--- src/rtl/alu_arb_pkg.sv ---
// alu_arb_pkg: state encoding and ALU opcode constants shared by the
// ALU arbiter, its round-robin grant logic and the surrounding bench.
package alu_arb_pkg;

    typedef enum logic [1:0] {
        IDLE = 2'd0,
        WAIT = 2'd1,
        DONE = 2'd2
    } state_t;

    localparam logic [2:0] FWD = 3'b000;
    localparam logic [2:0] ADD = 3'b001;
    localparam logic [2:0] AND = 3'b010;
    localparam logic [2:0] OR  = 3'b011;

    localparam int CNT_W = 4;

endpackage

--- src/rtl/alu_arbiter_if.sv ---
// alu_arbiter_if: requester and ALU-side bundle of the ALU arbiter.
// master = requesters + external alu, slave = the arbiter.
interface alu_arbiter_if;

    logic       REQ0;
    logic       REQ1;
    logic [2:0] SELECT0;
    logic [2:0] SELECT1;
    logic [7:0] OPA0;
    logic [7:0] OPB0;
    logic [7:0] OPA1;
    logic [7:0] OPB1;
    logic       ACK0;
    logic       ACK1;
    logic [7:0] RESULT_OUT;
    logic       ZERO_OUT;
    logic       BUSY;
    logic [7:0] ALU_DATA1;
    logic [7:0] ALU_DATA2;
    logic [2:0] ALU_SELECT;
    logic [7:0] ALU_RESULT;
    logic       ALU_ZERO;

    modport master (
        output REQ0, REQ1, SELECT0, SELECT1,
        output OPA0, OPB0, OPA1, OPB1,
        output ALU_RESULT, ALU_ZERO,
        input  ACK0, ACK1, RESULT_OUT, ZERO_OUT, BUSY,
        input  ALU_DATA1, ALU_DATA2, ALU_SELECT
    );

    modport slave (
        input  REQ0, REQ1, SELECT0, SELECT1,
        input  OPA0, OPB0, OPA1, OPB1,
        input  ALU_RESULT, ALU_ZERO,
        output ACK0, ACK1, RESULT_OUT, ZERO_OUT, BUSY,
        output ALU_DATA1, ALU_DATA2, ALU_SELECT
    );

endinterface

--- src/rtl/rr_arbiter2.sv ---
// rr_arbiter2: combinational 2-way round-robin grant.
// Ports: REQ0/REQ1 requests, PRIO favoured requester, GRANT one-hot.
module rr_arbiter2 (
    input  logic       REQ0,
    input  logic       REQ1,
    input  logic       PRIO,
    output logic [1:0] GRANT
);

    always_comb begin
        GRANT = 2'b00;
        unique case (1'b1)
            (REQ0 && REQ1):  GRANT = PRIO ? 2'b10 : 2'b01;
            (REQ0 && !REQ1): GRANT = 2'b01;
            (!REQ0 && REQ1): GRANT = 2'b10;
            default:         GRANT = 2'b00;
        endcase
    end

endmodule

--- src/rtl/alu_arbiter.sv ---
// alu_arbiter: shares one external alu between two requesters.
// Ports: CLK, RESET (sync, active-low), bus (requests, acks, alu drive).
module alu_arbiter
    import alu_arb_pkg::*;
#(
    parameter int SETTLE_CYCLES = 1
) (
    input logic         CLK,
    input logic         RESET,
    alu_arbiter_if.slave bus
);

    state_t           state;
    logic [CNT_W-1:0] cnt;
    logic             prio;
    logic             winner;
    logic [1:0]       grant;
    logic             ack0;
    logic             ack1;
    logic [7:0]       result_out;
    logic             zero_out;
    logic [7:0]       alu_data1;
    logic [7:0]       alu_data2;
    logic [2:0]       alu_select;

    rr_arbiter2 u_rr (
        .REQ0  (bus.REQ0),
        .REQ1  (bus.REQ1),
        .PRIO  (prio),
        .GRANT (grant)
    );

    always_ff @(posedge CLK) begin
        if (!RESET) begin
            state      <= IDLE;
            cnt        <= '0;
            prio       <= 1'b0;
            winner     <= 1'b0;
            ack0       <= 1'b0;
            ack1       <= 1'b0;
            result_out <= '0;
            zero_out   <= 1'b0;
            alu_data1  <= '0;
            alu_data2  <= '0;
            alu_select <= '0;
        end else begin
            unique case (state)
                IDLE: begin
                    if (grant != 2'b00) begin
                        winner     <= grant[1];
                        alu_select <= grant[1] ? bus.SELECT1 : bus.SELECT0;
                        alu_data1  <= grant[1] ? bus.OPA1 : bus.OPA0;
                        alu_data2  <= grant[1] ? bus.OPB1 : bus.OPB0;
                        cnt        <= CNT_W'(SETTLE_CYCLES);
                        state      <= WAIT;
                    end
                end
                WAIT: begin
                    cnt <= cnt - CNT_W'(1);
                    // Last settle cycle: alu output is stable, capture it.
                    if (cnt == CNT_W'(1)) begin
                        result_out <= bus.ALU_RESULT;
                        zero_out   <= bus.ALU_ZERO;
                        ack0       <= ~winner;
                        ack1       <= winner;
                        state      <= DONE;
                    end
                end
                DONE: begin
                    ack0  <= 1'b0;
                    ack1  <= 1'b0;
                    prio  <= ~winner;
                    state <= IDLE;
                end
                default: state <= IDLE;
            endcase
        end
    end

    assign bus.ACK0       = ack0;
    assign bus.ACK1       = ack1;
    assign bus.RESULT_OUT = result_out;
    assign bus.ZERO_OUT   = zero_out;
    assign bus.BUSY       = (state != IDLE);
    assign bus.ALU_DATA1  = alu_data1;
    assign bus.ALU_DATA2  = alu_data2;
    assign bus.ALU_SELECT = alu_select;

endmodule

--- src/flat_wrapper.sv ---
// flat-port wrapper written by rule: the top's interface ports become plain ports
module alu_arbiter_flat import alu_arb_pkg::*;
#(
    parameter int SETTLE_CYCLES = 1
)
  (CLK, RESET, bus_REQ0, bus_REQ1, bus_SELECT0, bus_SELECT1, bus_OPA0, bus_OPB0, bus_OPA1, bus_OPB1, bus_ALU_RESULT, bus_ALU_ZERO, bus_ACK0, bus_ACK1, bus_RESULT_OUT, bus_ZERO_OUT, bus_BUSY, bus_ALU_DATA1, bus_ALU_DATA2, bus_ALU_SELECT);
  alu_arbiter_if bus_i ();
  input logic CLK;
  input logic RESET;
  input wire logic [$bits(bus_i.REQ0)-1:0] bus_REQ0;
  input wire logic [$bits(bus_i.REQ1)-1:0] bus_REQ1;
  input wire logic [$bits(bus_i.SELECT0)-1:0] bus_SELECT0;
  input wire logic [$bits(bus_i.SELECT1)-1:0] bus_SELECT1;
  input wire logic [$bits(bus_i.OPA0)-1:0] bus_OPA0;
  input wire logic [$bits(bus_i.OPB0)-1:0] bus_OPB0;
  input wire logic [$bits(bus_i.OPA1)-1:0] bus_OPA1;
  input wire logic [$bits(bus_i.OPB1)-1:0] bus_OPB1;
  input wire logic [$bits(bus_i.ALU_RESULT)-1:0] bus_ALU_RESULT;
  input wire logic [$bits(bus_i.ALU_ZERO)-1:0] bus_ALU_ZERO;
  output wire logic [$bits(bus_i.ACK0)-1:0] bus_ACK0;
  output wire logic [$bits(bus_i.ACK1)-1:0] bus_ACK1;
  output wire logic [$bits(bus_i.RESULT_OUT)-1:0] bus_RESULT_OUT;
  output wire logic [$bits(bus_i.ZERO_OUT)-1:0] bus_ZERO_OUT;
  output wire logic [$bits(bus_i.BUSY)-1:0] bus_BUSY;
  output wire logic [$bits(bus_i.ALU_DATA1)-1:0] bus_ALU_DATA1;
  output wire logic [$bits(bus_i.ALU_DATA2)-1:0] bus_ALU_DATA2;
  output wire logic [$bits(bus_i.ALU_SELECT)-1:0] bus_ALU_SELECT;
  assign bus_i.REQ0 = bus_REQ0;
  assign bus_i.REQ1 = bus_REQ1;
  assign bus_i.SELECT0 = bus_SELECT0;
  assign bus_i.SELECT1 = bus_SELECT1;
  assign bus_i.OPA0 = bus_OPA0;
  assign bus_i.OPB0 = bus_OPB0;
  assign bus_i.OPA1 = bus_OPA1;
  assign bus_i.OPB1 = bus_OPB1;
  assign bus_i.ALU_RESULT = bus_ALU_RESULT;
  assign bus_i.ALU_ZERO = bus_ALU_ZERO;
  assign bus_ACK0 = bus_i.ACK0;
  assign bus_ACK1 = bus_i.ACK1;
  assign bus_RESULT_OUT = bus_i.RESULT_OUT;
  assign bus_ZERO_OUT = bus_i.ZERO_OUT;
  assign bus_BUSY = bus_i.BUSY;
  assign bus_ALU_DATA1 = bus_i.ALU_DATA1;
  assign bus_ALU_DATA2 = bus_i.ALU_DATA2;
  assign bus_ALU_SELECT = bus_i.ALU_SELECT;
  alu_arbiter #(.SETTLE_CYCLES(SETTLE_CYCLES)) u_core (.CLK(CLK), .RESET(RESET), .bus(bus_i));
endmodule
--- config.mk ---
export PLATFORM = sky130hd
export DESIGN_NAME = alu_arbiter_flat
export DESIGN_NICKNAME = d
export VERILOG_FILES = /design/src/rtl/alu_arb_pkg.sv /design/src/rtl/alu_arbiter_if.sv /design/src/rtl/rr_arbiter2.sv /design/src/rtl/alu_arbiter.sv /design/src/flat_wrapper.sv
export SDC_FILE = /design/constraint.sdc
export NUM_CORES = 1
export LEC_CHECK = 0
export CAP_MARGIN = 20
export CELL_PAD_IN_SITES_DETAIL_PLACEMENT = 0
export CELL_PAD_IN_SITES_GLOBAL_PLACEMENT = 1
export CORE_AREA = 5 5 86 88
export CTS_CLUSTER_DIAMETER = 200
export DETAILED_ROUTE_END_ITERATION = 8
export DIE_AREA = 0 0 91 93
export PLACE_DENSITY = 0.75
export SYNTH_ARGS = -nofsm -noshare
export SYNTH_HDL_FRONTEND = slang
export SYNTH_SLANG_ARGS = --single-unit
--- constraint.sdc ---
create_clock -name CLK -period 1.35 [get_ports CLK]
set_input_delay 0.27 -clock CLK [delete_from_list [all_inputs] [get_ports CLK]]
set_output_delay 0.27 -clock CLK [all_outputs]
set_load 0.01 [all_outputs]
Word-level counts from Yosys, hierarchy flattened
Cells that the tools add are included.
Word-level totals
  output and inout port bits: 31
  flip-flop bits (word level): 38
  word-level logic and storage cells: 47
Cells by class
  reductions and logical operators: 15
  bitwise gates (word level): 1
  $add $sub $neg: 1
  equality and inequality tests: 5
  muxes and demuxes: 14
Operator list (number)
  $mux W8: 2
  $reduce_and A2 Y1: 5
  $pmux W4 S2: 1
  $reduce_bool A2 Y1: 4
  $mux W2: 3
  $pmux W2 S3: 1
  $eq A4 B1 Y1 const B: 1
  $mux W4: 1
  $ne A2 B1 Y1 const B: 2
  $pmux W1 S2: 2
  $pmux W2 S2: 1
  $sub A4 B1 Y4 const B: 1
  $logic_and A1 B1 Y1: 3
  $mux W3: 1
  $eq A2 B1 Y1 const B: 1
  $eq A2 B2 Y1 const B: 1
  $logic_not A1 Y1: 2
  $logic_not A2 Y1: 1
  $mux W1: 2
  $not A1 Y1: 1

Logic depth before layout (Yosys ltp)
Gate-level depths: netlist of run 1.
  word-level depth: 6
  mapped depth: 6

Cells and area by module
From an unflattened synthesis of run 1, not the netlist that was laid out.
Unflattened totals
  cells, all modules: 187
  area total of the unflattened synthesis: 1784.2 µm²
By module, submodules not included
  alu_arbiter: seq. area each 760.7 µm², area an instance 1765.4 µm², cells an instance 184, times used 1
  rr_arbiter2: seq. area each 0.0 µm², area an instance 18.8 µm², cells an instance 3, times used 1

Least setup slack after synthesis of run 1
Ideal clock, no wire load.
  path kind: reg2reg
  from: register u_core.cnt[1]
  to: register u_core.state[1]
  data arrival time: 1096 ps
  path buffers: 2
  library setup time: 115 ps
  clock period less this slack: 1211 ps
  stages on the path, launching flop included: 7
  data required time: 1235 ps
  slack: 139 ps
  cell sequence: dfxtp_1 inv_1 ha_1 and3_1 buf_2 buf_6 and2_1
On the way
  longest elaborated chain between the ends: 3
RTL lines
  start: declaration: RTL line alu_arbiter.sv:14  | logic [CNT_W-1:0] cnt;
  start signal: assignment: RTL line alu_arbiter.sv:54  | cnt <= CNT_W'(SETTLE_CYCLES);
  start signal: assignment: RTL line alu_arbiter.sv:59  | cnt <= cnt - CNT_W'(1);
  $eq A4 B1 Y1: RTL line alu_arbiter.sv:61  | if (cnt == CNT_W'(1)) begin
  $ne A2 B1 Y1 (no source line)
  $reduce_and A2 Y1 (no source line)
  end signal: assignment: RTL line alu_arbiter.sv:66  | state <= DONE;
  end signal: assignment: RTL line alu_arbiter.sv:73  | state <= IDLE;
  end signal: assignment: RTL line alu_arbiter.sv:75  | default: state <= IDLE;
  end: declaration: RTL line alu_arbiter.sv:13  | state_t state;
No other way between the ends.
A chain may end at the register's enable or synchronous reset.

Final worst setup path of run 1
  from: register u_core.cnt[0]
  to: register u_core.cnt[3]
On the way
  longest elaborated chain between the ends: 2
RTL lines
  $sub A4 B1 Y4: RTL line alu_arbiter.sv:59
  $pmux W4 S2: RTL line alu_arbiter.sv:47  | unique case (state)
No other way between the ends.

==> run_results.csv, run 1 <==
group,metric,value,unit
critical_path,critPathRequiredTime,1.56,ns
power,power.density,1060,nW/um^2
clock_network,clkTransAtPathRegs,0.08,ns
timing,fmax,0.782,GHz
outcome,run_status,"complete, no violations",
layout,mostFrequentLayoutCells,"48 x clkdlybuf4s50_1, 38 x dfxtp_1, 30 x dlygate4sd2_1",
critical_path,cp-start-kind,"register",
synthesis,yosys_warnings,0,
grt,grt_max_degree,45,
timing,setup_slack,0.0709,ns
placed_design,place_ws,-0.310,ns
grt,antenna_found_initial,0,
layout,fin_util,0.460,
floorplan,die_y,93,um
timing,clock_skew,0.00733,ns
critical_path,timing.critical_path.slowest_cell_delay,0.38,ns
layout,fillers,640,
drt,drt_wl_total,5400,um
drt,via_per_inst,4.90,
synthesis,synth_top_family_by_area,"compound AO/OA/AOI/OAI gates",
synthesis,synthCells,206,
synthesis,synth_xor_xnor_area_share,0,
timing,worst_slew_pin_slew,0.258,ns
placed_design,io_buffers,81,
critical_path,path_common_cell,"or3_1",
clock_network,clock_latency,0.29,ns
drt,drc,0,
drt,drtIter0Drc,55,
critical_path,crit_fanout,3,
synthesis,ys_ff_latch,38,
synthesis,synth_compound_area_frac,0.293,
critical_path,arrival,1.49,ns
drt,routedWlPerCell,14.4,um
layout,syn_to_final_growth,58.4,%
clock_network,cts_tree,"built",
synthesis,avgSynthCellArea,9.26,um^2
critical_path,crit_path_end_kind,"register",
critical_path,path_class,"reg2reg",
grt,grt_pass1_vias,1930,
drt,num_vias,1842,
clock_network,htree_levels,2,
placed_design,routabilityCongestion,0.770,
power,ir_drop,0.000535,V
flow_run,maxCapViolCount,0,
floorplan,core-area,6570,um^2
placed_design,dp_hpwl,3760,um
synthesis,syn_nets,259,
synthesis,synthDistinctLibCells,28,
power,leakagePower,1.38,nW
critical_path,crit_family,"simple AND/OR/NAND/NOR gates",
timing,period_minus_slack,1.28,ns
synthesis,yosysSeqAreaShare,0.399,
floorplan,dieArea,8460,um^2
layout,final_common_cell,"clkdlybuf4s50_1",
floorplan,die_w,91,um
timing,finalHoldViolations,0,
floorplan,initial_core_util,0.290,
floorplan,io_pins,82,
critical_path,slowest_stage,"or3_1",
clock_network,root_buffer,"clkbuf_8",
clock_network,cts_buffers,5,
synthesis,synth_area,1910,um^2
layout,diodes,0,
drt,ant_nets,0,
critical_path,path_buf_inv,0,
timing,slew_violations,0,
timing,slew_headroom,0.828,
layout,fin_nets,348,
grt,grtUsageTotal,0.126,
grt,grt_pass1_wl,8980,um
timing,finalSetupViolations,0,
critical_path,crit_chain,"or3_1 > or3_1 > a31oi_1",
drt,first_pass_iters,6,
layout,drive_gt1_frac,0.122,
grt,overflow,0,
clock_network,clkSinkCount,38,
timing,min_period_over_period,0.947,
timing,final.setup.tns,0,ns
clock_network,clockBufferDepth,2,
floorplan,row_count,30,
synthesis,synth_simple_gate_area_frac,0.167,
synthesis,yosys-mux-area-fraction,0.0577,
timing,rsz0062_at_grt,"no",
synthesis,synthAdderAreaFrac,0.0131,
min_path,hold_path.class,"reg2reg",
==> power breakdown <==
group / switching, mW / internal [mW] / total (mW)
Sequential: 0.0629 / 1.24 / 1.30
Combinational: 0.409 / 0.534 / 0.943
Clock: 0.396 / 0.553 / 0.949
Total: 0.867 / 2.33 / 3.20
==> stage by stage <==
stage | total power, mW | area [um^2] | hold WS, ns | cells
after floorplan | 1.82 | 1910 | 0.412 | 206
after detailed placement | 2.32 | 2880 | 0.454 | 365
final | 3.20 | 3020 | 0.457 | 376
after CTS | 3.21 | 2960 | 0.464 | 373
after global placement | 2.31 | 2880 | 0.443 | 365
after global routing | 3.40 | 3020 | 0.493 | 376
==> sequential cells by signal, summed over array words and instances, names as in the netlist <==
register and count:
u_core.state 2, u_core.bus.ALU_DATA2 8, u_core.bus.ACK0 1, u_core.bus.ZERO_OUT 1, u_core.winner 1, u_core.cnt 4, u_core.bus.ACK1 1, u_core.bus.ALU_DATA1 8
u_core.bus.ALU_SELECT 3, u_core.prio 1, u_core.bus.RESULT_OUT 8
==> area by class of cell <==
cell class	count	area [um^2]	share of cell area
Inverter	4	15.0	0.00497
Timing Repair Buffer	103	1000	0.331
Sequential cell	38	761	0.252
Tap cell	80	100	0.0331
Multi-Input combinational cell	143	1040	0.343
Clock inverter	1	30.0	0.00994
Clock buffer	7	76.3	0.0253
==> worst reg2reg max path, cell delays in order, from the launching register on <==
cell and delay (ns):
dfxtp_1 0.33, or3_1 0.38, or3_1 0.35, a31oi_1 0.14
==> synthesized netlist by cell type, drive strengths merged <==
cell type | count | area share
ha | 2 | 0.013
clkbuf | 9 | 0.018
a21oi | 4 | 0.010
o21ai | 3 | 0.0079
and3 | 20 | 0.066
nand3b | 2 | 0.0079
buf | 12 | 0.044
inv | 4 | 0.0079
or2 | 1 | 0.0033
nand2b | 5 | 0.016
a21boi | 19 | 0.075
o21bai | 19 | 0.075
a31oi | 3 | 0.0098
o311a | 19 | 0.10
nand2 | 20 | 0.039
nand3 | 4 | 0.010
mux2i | 11 | 0.058
nor2 | 3 | 0.0072
a21o | 1 | 0.0039
and2 | 1 | 0.0033
or3 | 2 | 0.0066
o211ai | 3 | 0.012
nor2b | 1 | 0.0072
dfxtp | 38 | 0.40
==> what timing repair did <==
item	CTS	global route
cloned	0	1
pin swaps	0	0
gates resized for setup	34	8
hold buffers	0	0
endpoints found under the setup margin	33	34
setup buffers	0	2
==> final timing paths <==
path	startpoint	to	slack, ns	cells after the start
max	u_core.cnt[0]$_SDFFE_PN0P_	u_core.cnt[3]$_SDFFE_PN0P_	0.07	3
min	u_core.bus.RESULT_OUT[2]$_SDFFE_PN0P_	u_core.bus.RESULT_OUT[2]$_SDFFE_PN0P_	0.46	2
max reg2reg	u_core.cnt[0]$_SDFFE_PN0P_	u_core.cnt[3]$_SDFFE_PN0P_	0.07	3
min reg2reg	u_core.bus.RESULT_OUT[2]$_SDFFE_PN0P_	u_core.bus.RESULT_OUT[2]$_SDFFE_PN0P_	0.46	2
==> kinds of logic (layout without fill, tap and decap cells) <==
| group | count (synthesis) | count (layout) |
|---|---|---|
| buf+inv | 25 | 115 |
| flops | 38 | 38 |
| simple gates | 59 | 59 |
| fa+ha+maj | 2 | 2 |
| mux | 11 | 11 |
| compound gates | 71 | 71 |
==> layer usage <==
metal  vias up  part of all wire  track usage
met5         -                 0            0
met4         0            0.0098       0.0403
met3         5             0.070       0.0434
met2        53              0.47        0.210
met1       853              0.45        0.153
li1        931                 -            -
No activity file was read; power rests on OpenSTA's default activity.
==> run 2: changes to the inputs <==
--- a/config.mk
+++ b/config.mk
@@ -8,11 +8,12 @@
 export CAP_MARGIN = 20
 export CELL_PAD_IN_SITES_DETAIL_PLACEMENT = 0
 export CELL_PAD_IN_SITES_GLOBAL_PLACEMENT = 1
-export CORE_AREA = 5 5 86 88
+export CORE_AREA = 5 5 84 86
+export CTS_BUF_LIST = sky130_fd_sc_hd__clkbuf_2 sky130_fd_sc_hd__clkbuf_4 sky130_fd_sc_hd__clkbuf_8
 export CTS_CLUSTER_DIAMETER = 200
 export DETAILED_ROUTE_END_ITERATION = 8
-export DIE_AREA = 0 0 91 93
-export PLACE_DENSITY = 0.75
+export DIE_AREA = 0 0 89 91
+export PLACE_DENSITY = 0.79
 export SYNTH_ARGS = -nofsm -noshare
 export SYNTH_HDL_FRONTEND = slang
 export SYNTH_SLANG_ARGS = --single-unit
==> run 2 against run 1 <==
Compared with the run above: global-route usage is 0.80 points higher; sequential cell count stayed put; critical path depth is 2 higher; worst setup slack worse by 0.024 ns; first-iteration DRC count is 76% higher; non-clock buffer count stayed put; maximum frequency is 1.8% lower; largest cell class unchanged.
==> run_results.csv, run 2 (synthesized netlist as in run 1, its figures left out) <==
group,metric,value,unit
floorplan,row_count,29,
drt,num_vias,1828,
timing,period_minus_slack,1.30,ns
clock_network,cts_setup_buffers,0,
layout,fillers,623,
timing,finalSetupViolations,0,
timing,setup_slack,0.0471,ns
layout,diodes,0,
timing,min_period_over_period,0.965,
power,switching_share,0.268,
flow_run,maxCapViolCount,0,
critical_path,critPathRequiredTime,1.53,ns
power,internal_power,2.37,mW
min_path,hold_path.class,"reg2reg",
drt,drt_wl_total,5410,um
grt,grt_pass1_vias,1834,
grt,grt_max_degree,32,
critical_path,crit_fanout,4,
floorplan,die_w,89,um
timing,fmax,0.768,GHz
power,leakagePower,1.39,nW
layout,final_common_cell,"clkdlybuf4s50_1",
clock_network,root_buffer,"clkbuf_8",
clock_network,htree_levels,2,
placed_design,placed_cell_area,2900,um^2
drt,ant_nets,0,
placed_design,routabilityCongestion,0.706,
grt,grtUsageTotal,0.134,
layout,mostFrequentLayoutCells,"48 x clkdlybuf4s50_1, 37 x dfxtp_1, 30 x dlygate4sd2_1",
timing,final.setup.tns,0,ns
drt,via_per_inst,4.90,
power,p_total,3.24,mW
clock_network,clockBufferDepth,2,
layout,fin_nets,348,
drt,first_pass_iters,4,
timing,rsz0062_at_grt,"yes",
floorplan,core-area,6200,um^2
timing,finalHoldViolations,0,
drt,routedWlPerCell,14.5,um
timing,clock_skew,0.00652,ns
timing,slew_violations,0,
power,ir_drop,0.000472,V
power,seqPwrFrac,0.403,
clock_network,clkTransAtPathRegs,0.07,ns
layout,multi_input_area,1040,um^2
floorplan,dieArea,8100,um^2
critical_path,path_class,"reg2reg",
critical_path,cp-start-kind,"register",
layout,drive_gt1_frac,0.132,
grt,grt_pass1_wl,8710,um
critical_path,crit_path_end_kind,"register",
layout,syn_to_final_growth,58.9,%
clock_network,clkSinkCount,38,
power,switching_power,869,uW
grt,antenna_found_initial,0,
placed_design,dp_hpwl,3850,um
power,power.density,1070,nW/um^2
outcome,run_status,"complete, no violations",
power,p_comb_frac,0.291,
clock_network,cts_tree,"built",
clock_network,cts_buffers,5,
timing,slew_headroom,0.823,
floorplan,initial_core_util,0.307,
drt,drc,0,
layout,final_cell_area,3030,um^2
power,p_clk_frac,0.305,
drt,drtIter0Drc,97,
layout,fin_util,0.488,
layout,seq_area,762,um^2
timing,worst_slew_pin_slew,0.265,ns
floorplan,die_y,91,um
clock_network,clock_latency,0.29,ns
critical_path,arrival,1.49,ns
grt,overflow,0,
placed_design,place_ws,-0.304,ns
floorplan,io_pins,82,
placed_design,io_buffers,81,
[run 2: changes by cell type in the layout (fill, tap and decap cells not counted)]
| cell | change |
|---|---|
| buf_6 | +1 |
| dfxtp_1 | -1 |
| buf_4 | -1 |
| clkbuf_4 | +2 |
| clkbuf_1 | -2 |
| dfxtp_2 | +1 |
[run 2: metrics by stage]
step           hold slack, ns  instances
5_1_grt                 0.477        373
4_1_cts                 0.459        372
3_3_place_gp            0.444        364
6_report                0.454        373
2_1_floorplan           0.412        206
3_5_place_dp            0.449        364
[run 2: what timing repair did]
action,in CTS,in global routing
gates cloned,0,1
endpoints found under the setup margin,38,24
hold buffers,0,0
pin swaps,0,1
resized for setup,32,12
[run 2: path summary, 6_finish.rpt]
| check | cells past startpoint | end | slack (ns) | from |
|---|---|---|---|---|
| worst max-delay path | 5 | u_core.bus.ALU_DATA1[6]$_SDFFE_PN0P_ | 0.05 | u_core.state[1]$_SDFFE_PN0P_ |
| worst min-delay path | 2 | u_core.bus.RESULT_OUT[4]$_SDFFE_PN0P_ | 0.45 | u_core.bus.RESULT_OUT[4]$_SDFFE_PN0P_ |
| worst max register to register | 5 | u_core.bus.ALU_DATA1[6]$_SDFFE_PN0P_ | 0.05 | u_core.state[1]$_SDFFE_PN0P_ |
| worst min register to register | 2 | u_core.bus.RESULT_OUT[4]$_SDFFE_PN0P_ | 0.45 | u_core.bus.RESULT_OUT[4]$_SDFFE_PN0P_ |
[run 2: final cells by class]
class / instances / share of cell area
multi-input cells: 143 / 0.342
well taps: 77 / 0.0318
repair buffers: 103 / 0.332
clock inverters: 1 / 0.00991
clock buffers: 7 / 0.0277
inverters: 4 / 0.00496
flip-flops and latches: 38 / 0.252
[run 2: layer usage]
metal	vias to the layer above	GRT usage	part of all wire
met5	-	0	0
met4	0	0.0409	0.0067
met3	4	0.0516	0.079
met2	50	0.218	0.49
met1	844	0.163	0.42
li1	930	-	-
[run 2: power groups by stage]
stage / registers (mW) / logic, mW / clock network [mW]
after floorplan: 1.37 / 0.449 / 0
after global placement: 1.33 / 0.979 / 0
after detailed placement: 1.33 / 0.990 / 0
after CTS: 1.31 / 0.926 / 1.03
after global routing: 1.32 / 1.04 / 1.08
final: 1.31 / 0.944 / 0.990
[run 2: critical path: stages, from the launching register on]
cell,delay (ns)
dfxtp_2,0.34
nor2_4,0.13
buf_4,0.13
o21ai_2,0.09
buf_4,0.17
o311a_1,0.34
==> run 3: changes to the inputs <==
--- a/config.mk
+++ b/config.mk
@@ -5,12 +5,10 @@
 export SDC_FILE = /design/constraint.sdc
 export NUM_CORES = 1
 export LEC_CHECK = 0
-export CAP_MARGIN = 20
 export CELL_PAD_IN_SITES_DETAIL_PLACEMENT = 0
 export CELL_PAD_IN_SITES_GLOBAL_PLACEMENT = 1
 export CORE_AREA = 5 5 84 86
 export CTS_BUF_LIST = sky130_fd_sc_hd__clkbuf_2 sky130_fd_sc_hd__clkbuf_4 sky130_fd_sc_hd__clkbuf_8
-export CTS_CLUSTER_DIAMETER = 200
 export DETAILED_ROUTE_END_ITERATION = 8
 export DIE_AREA = 0 0 89 91
 export PLACE_DENSITY = 0.79
==> results of run 3 <==
Final layout, timing and power as in run 2 (identical DEF).
